<file path="src/rtl/alsu_pkg.sv">
// Shared opcode encodings and LED patterns for the ALSU.
package alsu_pkg;

  localparam logic [2:0] OP_AND    = 3'b000;
  localparam logic [2:0] OP_XOR    = 3'b001;
  localparam logic [2:0] OP_ADD    = 3'b010;
  localparam logic [2:0] OP_MULT   = 3'b011;
  localparam logic [2:0] OP_SHIFT  = 3'b100;
  localparam logic [2:0] OP_ROTATE = 3'b101;
  localparam logic [2:0] OP_INV6   = 3'b110;
  localparam logic [2:0] OP_INV7   = 3'b111;

  localparam logic [15:0] LED_ON  = 16'hFFFF;
  localparam logic [15:0] LED_OFF = 16'h0000;

endpackage

</file>
<file path="src/rtl/alsu_blinker.sv">
// Warning-LED blinker: toggles all LEDs every BLINK_DIV cycles while enabled,
// and clears both LEDs and counter on the first disabled edge.
module alsu_blinker
  import alsu_pkg::*;
#(
  parameter int unsigned BLINK_DIV = 25_000_000
) (
  input  logic        clk,
  input  logic        rst,
  input  logic        en,
  output logic [15:0] leds
);

  localparam int unsigned CW = (BLINK_DIV > 1) ? $clog2(BLINK_DIV) : 1;
  localparam logic [CW-1:0] CNT_MAX = CW'(BLINK_DIV - 1);

  logic [CW-1:0] r_cnt;
  logic [15:0]   r_leds;

  always_ff @(posedge clk or negedge rst) begin
    if (!rst) begin
      r_cnt  <= '0;
      r_leds <= LED_OFF;
    end else if (!en) begin
      r_cnt  <= '0;
      r_leds <= LED_OFF;
    end else if (r_cnt == CNT_MAX) begin
      r_cnt  <= '0;
      r_leds <= ~r_leds;
    end else begin
      r_cnt <= r_cnt + 1'b1;
    end
  end

  assign leds = r_leds;

endmodule

</file>
<file path="src/rtl/alsu_core.sv">
// Two-stage registered arithmetic-logic-shift unit: inputs registered, then
// result/invalid computed from those registers; drives the warning blinker.
module alsu_core
  import alsu_pkg::*;
#(
  parameter string       INPUT_PRIORITY = "A",
  parameter string       FULL_ADDER     = "ON",
  parameter int unsigned BLINK_DIV      = 25_000_000
) (
  input  logic        clk,
  input  logic        rst,
  input  logic [2:0]  A,
  input  logic [2:0]  B,
  input  logic [2:0]  opcode,
  input  logic        cin,
  input  logic        serial_in,
  input  logic        direction,
  input  logic        red_op_A,
  input  logic        red_op_B,
  input  logic        bypass_A,
  input  logic        bypass_B,
  output logic [5:0]  result,
  output logic        invalid,
  output logic [15:0] leds
);

  localparam bit PRIO_A  = (INPUT_PRIORITY == "A");
  localparam bit USE_CIN = (FULL_ADDER == "ON");

  logic [2:0] r_a, r_b, r_opcode;
  logic       r_cin, r_sin, r_dir, r_red_a, r_red_b, r_byp_a, r_byp_b;
  logic [5:0] r_result;
  logic       r_invalid;

  logic [5:0] w_result_d;
  logic       w_invalid_d;
  logic       w_red_pick_a, w_byp_pick_a, w_blink_en;

  always_ff @(posedge clk or negedge rst) begin
    if (!rst) begin
      r_a       <= '0;
      r_b       <= '0;
      r_opcode  <= '0;
      r_cin     <= 1'b0;
      r_sin     <= 1'b0;
      r_dir     <= 1'b0;
      r_red_a   <= 1'b0;
      r_red_b   <= 1'b0;
      r_byp_a   <= 1'b0;
      r_byp_b   <= 1'b0;
      r_result  <= '0;
      r_invalid <= 1'b0;
    end else begin
      r_a       <= A;
      r_b       <= B;
      r_opcode  <= opcode;
      r_cin     <= cin;
      r_sin     <= serial_in;
      r_dir     <= direction;
      r_red_a   <= red_op_A;
      r_red_b   <= red_op_B;
      r_byp_a   <= bypass_A;
      r_byp_b   <= bypass_B;
      r_result  <= w_result_d;
      r_invalid <= w_invalid_d;
    end
  end

  // When both flags of a pair are set, INPUT_PRIORITY decides the operand.
  assign w_red_pick_a = r_red_a && (!r_red_b || PRIO_A);
  assign w_byp_pick_a = r_byp_a && (!r_byp_b || PRIO_A);

  always_comb begin
    w_result_d  = r_result;
    w_invalid_d = 1'b0;
    if (r_opcode == OP_INV6 || r_opcode == OP_INV7 ||
        ((r_red_a || r_red_b) && r_opcode != OP_AND && r_opcode != OP_XOR)) begin
      w_invalid_d = 1'b1;
      w_result_d  = '0;
    end else if (r_byp_a || r_byp_b) begin
      w_result_d = {3'b000, w_byp_pick_a ? r_a : r_b};
    end else begin
      case (r_opcode)
        OP_AND: begin
          if (r_red_a || r_red_b) w_result_d = {5'b0, w_red_pick_a ? &r_a : &r_b};
          else                    w_result_d = {3'b000, r_a & r_b};
        end
        OP_XOR: begin
          if (r_red_a || r_red_b) w_result_d = {5'b0, w_red_pick_a ? ^r_a : ^r_b};
          else                    w_result_d = {3'b000, r_a ^ r_b};
        end
        OP_ADD:    w_result_d = {3'b000, r_a} + {3'b000, r_b} + {5'b0, r_cin & USE_CIN};
        OP_MULT:   w_result_d = {3'b000, r_a} * {3'b000, r_b};
        OP_SHIFT:  w_result_d = r_dir ? {r_result[4:0], r_sin} : {r_sin, r_result[5:1]};
        OP_ROTATE: w_result_d = r_dir ? {r_result[4:0], r_result[5]}
                                      : {r_result[0], r_result[5:1]};
        default:   w_result_d = '0;
      endcase
    end
  end

  // Count only once invalid is already showing; clear on the edge it falls.
  assign w_blink_en = w_invalid_d & r_invalid;

  alsu_blinker #(
    .BLINK_DIV (BLINK_DIV)
  ) u_blinker (
    .clk  (clk),
    .rst  (rst),
    .en   (w_blink_en),
    .leds (leds)
  );

  assign result  = r_result;
  assign invalid = r_invalid;

endmodule

</file>
<file path="config.mk">
export PLATFORM = sky130hd
export DESIGN_NAME = alsu_core
export DESIGN_NICKNAME = d
export VERILOG_FILES = /design/src/rtl/alsu_pkg.sv /design/src/rtl/alsu_blinker.sv /design/src/rtl/alsu_core.sv
export SDC_FILE = /design/constraint.sdc
export NUM_CORES = 1
export LEC_CHECK = 0
export CAP_MARGIN = 20
export CORE_ASPECT_RATIO = 0.5
export CORE_MARGIN = 10
export CORE_UTILIZATION = 30
export DETAILED_ROUTE_END_ITERATION = 10
export GPL_TIMING_DRIVEN = 0
export SYNTH_ARGS = -nofsm -noshare
export SYNTH_HDL_FRONTEND = slang
export SYNTH_SLANG_ARGS = --single-unit
</file>
<file path="constraint.sdc">
create_clock -name clk -period 3.9 [get_ports clk]
set_clock_uncertainty 0.15 [all_clocks]
set_input_delay 0.975 -clock clk [delete_from_list [all_inputs] [get_ports clk]]
set_output_delay 0.975 -clock clk [all_outputs]
set_load 0.005 [all_outputs]
</file>
# Word level (Yosys, flattened, before mapping)
# Index checks and enable logic that the tools add are counted.
# op_classes
mul	1
n_reduce_logical	12
n_bitwise	4
eq_ne	10
muxes	15
add_sub_neg	3
# ops
operator	count
2-to-1 mux 25 bit	2
case mux 6 bit (6 select lines)	1
2-to-1 mux 16 bit	2
adder 25 x 1 -> 25 bit, second input constant	1
== test 25 bit, second input constant	1
2-to-1 mux 6 bit	4
NOT 16 bit	1
== test 3 bit, second input constant	4
2-to-1 mux 3 bit	3
== test 3 x 2 -> 1 bit, second input constant	2
multiplier 3 x 3 -> 6 bit	1
AND reduction 3 bit	2
XOR reduction 3 bit	2
adder 4 x 1 -> 5 bit	1
adder 3 x 3 -> 4 bit	1
logical OR 1 bit	4
bitwise AND 3 bit	1
== test 3 x 1 -> 1 bit, second input constant	1
logical NOT 3 bit	1
2-to-1 mux 1 bit	3
inequality test 3 x 1 -> 1 bit, second input constant	1
nonzero test 3 bit	1
XOR 3 bit	1
logical AND 1 bit	2
other kinds (2)	2
# word_totals
wordCells	59
regBits	64
in_bits	18
output_inout_bits	23

# Longest topological paths before layout
# logic_depth
word_depth	7
ltp_mapped	9
mapped_depth_nobuf	9

# Cells and area by module
# From an unflattened synthesis, not the netlist that was laid out.
# unflattened
hier_cells	334
area_unflattened_um2	3326.9
# by_module_without_submodules
module	n_inst	seq_area_each_um2	cells_per_inst	area_each_um2
alsu_blinker	1	1026.0	206	1968.1
alsu_core	1	575.6	128	1358.8

# Worst setup path before layout
# No wires, ideal clock.
# synth_timing
kind	register -> register
start	register u_blinker.r_cnt[9]
end	register u_blinker.r_cnt[15]
path_slack_ps	1414
t_arrival_ps	2218
path_stages_with_launch	8
synth_period_minus_slack_ps	2486
n_path_buf	2
setup_ps	119
path_cell_list	dfrtp_1 > or4b_1 > or4_4 > nor3_4 > or2_1 > buf_4 > buf_6 > nor2_1
# synth_between
elab_chain_len	3
word_cells_on_any_way	4
classes_between	add/sub: 1; eq/ne: 1; mux: 2
# synth_rtl
element	line_no	rtl
start, declared	alsu_blinker.sv:17	logic [CW-1:0] r_cnt;
start signal, assigned	alsu_blinker.sv:31	r_cnt <= r_cnt + 1'b1;
adder 25 x 1 -> 25 bit or == test 25 bit (tied branches)	alsu_blinker.sv:31, alsu_blinker.sv:27	
2-to-1 mux 25 bit (*)	alsu_blinker.sv:27	end else if (r_cnt == CNT_MAX) begin
2-to-1 mux 25 bit (*)	alsu_blinker.sv:24	end else if (!en) begin
# Every way passes the cells marked *; elsewhere a longest branch is shown, timed or not.
# A chain may end at the register's enable or synchronous reset.

# Final worst setup path
# layout_timing
start	register u_blinker.r_cnt[9]
end	register u_blinker.r_cnt[12]
# The elaborated chain is that of the path after synthesis.

==> qor.txt <==
commonest non-fill, non-tap cell in the layout - dfrtp_1
largest net degree at the start of global routing - 65
final setup fails - 0
met3 Usage GRT - 2.15%
post-CTS setup buffer count - 0
Syn Area/Cell - 10.5 um2
worst skew pair latency - 0.32 ns
global routing's busiest layer - met2
Final Critical Period - 2.71 ns
crit-path cells - or4b_1, or4_4, nor3_4, or2_1, buf_4, buf_6, nor2_1
Residual DRC - 0
core area - 10300 um2
CTS buffer count - 9
Setup crit end kind - flip-flop
crit path kind - reg -> reg
Slew @ Worst Pin - 0.893 ns
sequential area share after synthesis - 50.3%
H-tree depth - 3
Post-Synth Simple-Gate Area - 19.3%
GRT Resource Usage Total - 8.74%
sum of negative setup slack - 0 ns
MaxCap Viol Count - 0
share of layout cells above drive strength 1 - 7.52%
peak supply drop - 235 uV
largest family of logic cells by synthesized area - simple AND/OR/NAND/NOR gates
Ys Warns - 0
met2 Usage GRT - 14.9%
Pint - 1.35 mW
Post-synth EDFFs - 0
CP startpoint kind - flip-flop
total global routing overflow - 0
most frequent cells in the layout - 64 x dfrtp_1, 60 x nor2_1, 39 x clkdlybuf4s50_1, 31 x xnor2_1, 16 x nand2_1
CP max-delay cell - or4b_1
Max Clock Freq - 369 MHz
Compound-Gate Fraction of Synth Area - 6.17%
NetSw - 370 uW
CP peak stage delay - 0.54 ns
Worst setup startpoint - u_blinker.r_cnt[9]
Synth async-reset ratio - 100%
DP Wirelength - 4790 um
post-synthesis xor/xnor area fraction - 11.8%
CTS tree - built
mux contribution to synthesized area - 2.87%
Cell Area, Synth - 3180 um2
gpl congestion - 0.801
Leak - 1.72 nW
initial antenna violation count - 0
sequential power share - 40.5%
n_diodes - 0
crit share post-route - 69.5%
Syn Inst Count - 303
clock tree sinks - 64
Sw Ratio - 21.5%
Pre-antenna DRT Iters - 4
status - complete, no violations
Mapped Nets - 337
Clk pwr share - 51.9%
Slew HR - 39.9%
total number of vias - 2243
M1 GR Usage - 10.5%
I/O pins - 41
final hold vios - 0
vias in the first global route - 2339
CP bufs+invs - 2
routed wire length per instance - 13.2 um
flops & latches, synth - 64
Primary FF master, synth - dfrtp_1
Setup WS post-layout - 1.19 ns
CP max FO - 10
Distinct cells, synth - 44
pwr/cell area - 421 nW/um2
die height - 92.8 um
launch point of the worst reg-to-reg path - u_blinker.r_cnt[9]
vias per inst - 4.49
full die area - 15400 um2
first-pass GRT wire length - 11300 um
Hold Path Class - reg -> reg
RSZ-0062 raised after global routing - false
Port-buffer cells - 40
crit-path leading delay family - simple AND/OR/NAND/NOR gates
post-route ant nets - 0
max-slew violation count - 0
routed wire length - 6570 um
Synth Area in Adders - 7.00%
cts hold-fix bufs - 0
initial cell density of the core - 31.0%
Final nets - 388
Root Driver - clkbuf_16
Crit path arrival time - 2.77 ns
PostCTS Resize Cnt - 0
pre-CTS setup slack - 1.19 ns
Combinational Power Share - 7.6%
hold path start - u_blinker.r_cnt[0]
Clock transition at path regs - 0.05 ns
width of the die - 166 um
CP Data Required Time - 3.96 ns
Iteration-0 DRC Markers - 122
synthesis-to-finish area growth - 28.7%
Placement Rows - 26
CTS Buffer Depth - 2
-- cells in the mapped netlist, types with 3 or more instances --
| master | count | share of area, % |
|---|---|---|
| a211oi_1 | 3 | 0.71 |
| a21oi_1 | 11 | 1.7 |
| and2_1 | 4 | 0.79 |
| buf_6 | 3 | 1.1 |
| clkbuf_1 | 3 | 0.35 |
| dfrtp_1 | 64 | 50 |
| fa_1 | 3 | 1.9 |
| ha_1 | 13 | 5.1 |
| inv_1 | 6 | 0.71 |
| mux2i_1 | 8 | 2.5 |
| nand2_1 | 16 | 1.9 |
| nand2b_1 | 3 | 0.59 |
| nand3_1 | 12 | 1.9 |
| nand4_1 | 6 | 1.2 |
| nor2_1 | 60 | 7.1 |
| nor2b_1 | 3 | 0.59 |
| nor3_1 | 6 | 0.94 |
| o21ai_0 | 3 | 0.47 |
| xnor2_1 | 31 | 8.5 |
| xor2_1 | 12 | 3.3 |
-- cell families after synthesis --
group           after synthesis
mux                           9
simple gates                127
flops                        64
buf+inv                      14
xor+xnor                     43
compound gates               30
fa+ha+maj                    16
-- per-layer routing --
layer	wire (um)	up-vias
met1	3140	1089
met3	111	5
met4	61	0
li1	-	1135
met5	0	-
met2	3260	14
-- power by group through the flow --
| stage | Combinational, mW | Clock (mW) | Sequential, mW |
|---|---|---|---|
| final | 0.132 | 0.894 | 0.698 |
| after global routing | 0.151 | 0.948 | 0.700 |
| after CTS | 0.135 | 0.915 | 0.698 |
| after detailed placement | 0.134 | 0 | 0.709 |
| after global placement | 0.134 | 0 | 0.709 |
| after floorplan | 0.0778 | 0 | 0.704 |
-- per-stage QoR --
stage	total power [mW]	util (%)	cell area (um2)	std cells	hold slack (ns)
floorplan	0.782	-	3180	303	0.300
global placement	0.844	36.6	3760	483	0.333
detailed placement	0.843	36.5	3750	483	0.341
CTS	1.75	39.8	4100	499	0.349
global route	1.80	39.8	4100	499	0.364
finish	1.72	39.8	4100	499	0.344
-- path summary, 6_finish.rpt --
path                       slack (ns)                   to  cells past startpoint
max                              1.19  u_blinker.r_cnt[12]                      7
max in group asynchronous        2.49                r_dir                      1
min in group asynchronous        0.59   u_blinker.r_cnt[5]                      1
min reg2reg                      0.34   u_blinker.r_cnt[0]                      1
min                              0.34   u_blinker.r_cnt[0]                      1
max reg2reg                      1.19  u_blinker.r_cnt[12]                      7
-- state kept, by name, indices dropped and copies added, names as in the netlist --
register         cells
r_cin                1
result               6
r_byp_b              1
r_dir                1
r_a                  3
r_opcode             3
u_blinker.r_cnt     25
r_red_b              1
invalid              1
r_byp_a              1
r_sin                1
r_red_a              1
r_b                  3
u_blinker.leds      16
-- layout make-up --
| type | instances | area (um2) |
|---|---|---|
| Buffer | 8 | 56.3 |
| Clock buffer | 12 | 267 |
| Clock inverter | 4 | 75.1 |
| Fill cell | 1029 | 6180 |
| Inverter | 6 | 22.5 |
| Multi-Input combinational cell | 225 | 1500 |
| Sequential cell | 64 | 1600 |
| Tap cell | 140 | 175 |
| Timing Repair Buffer | 40 | 398 |
Power figures use the tool's default switching activity.
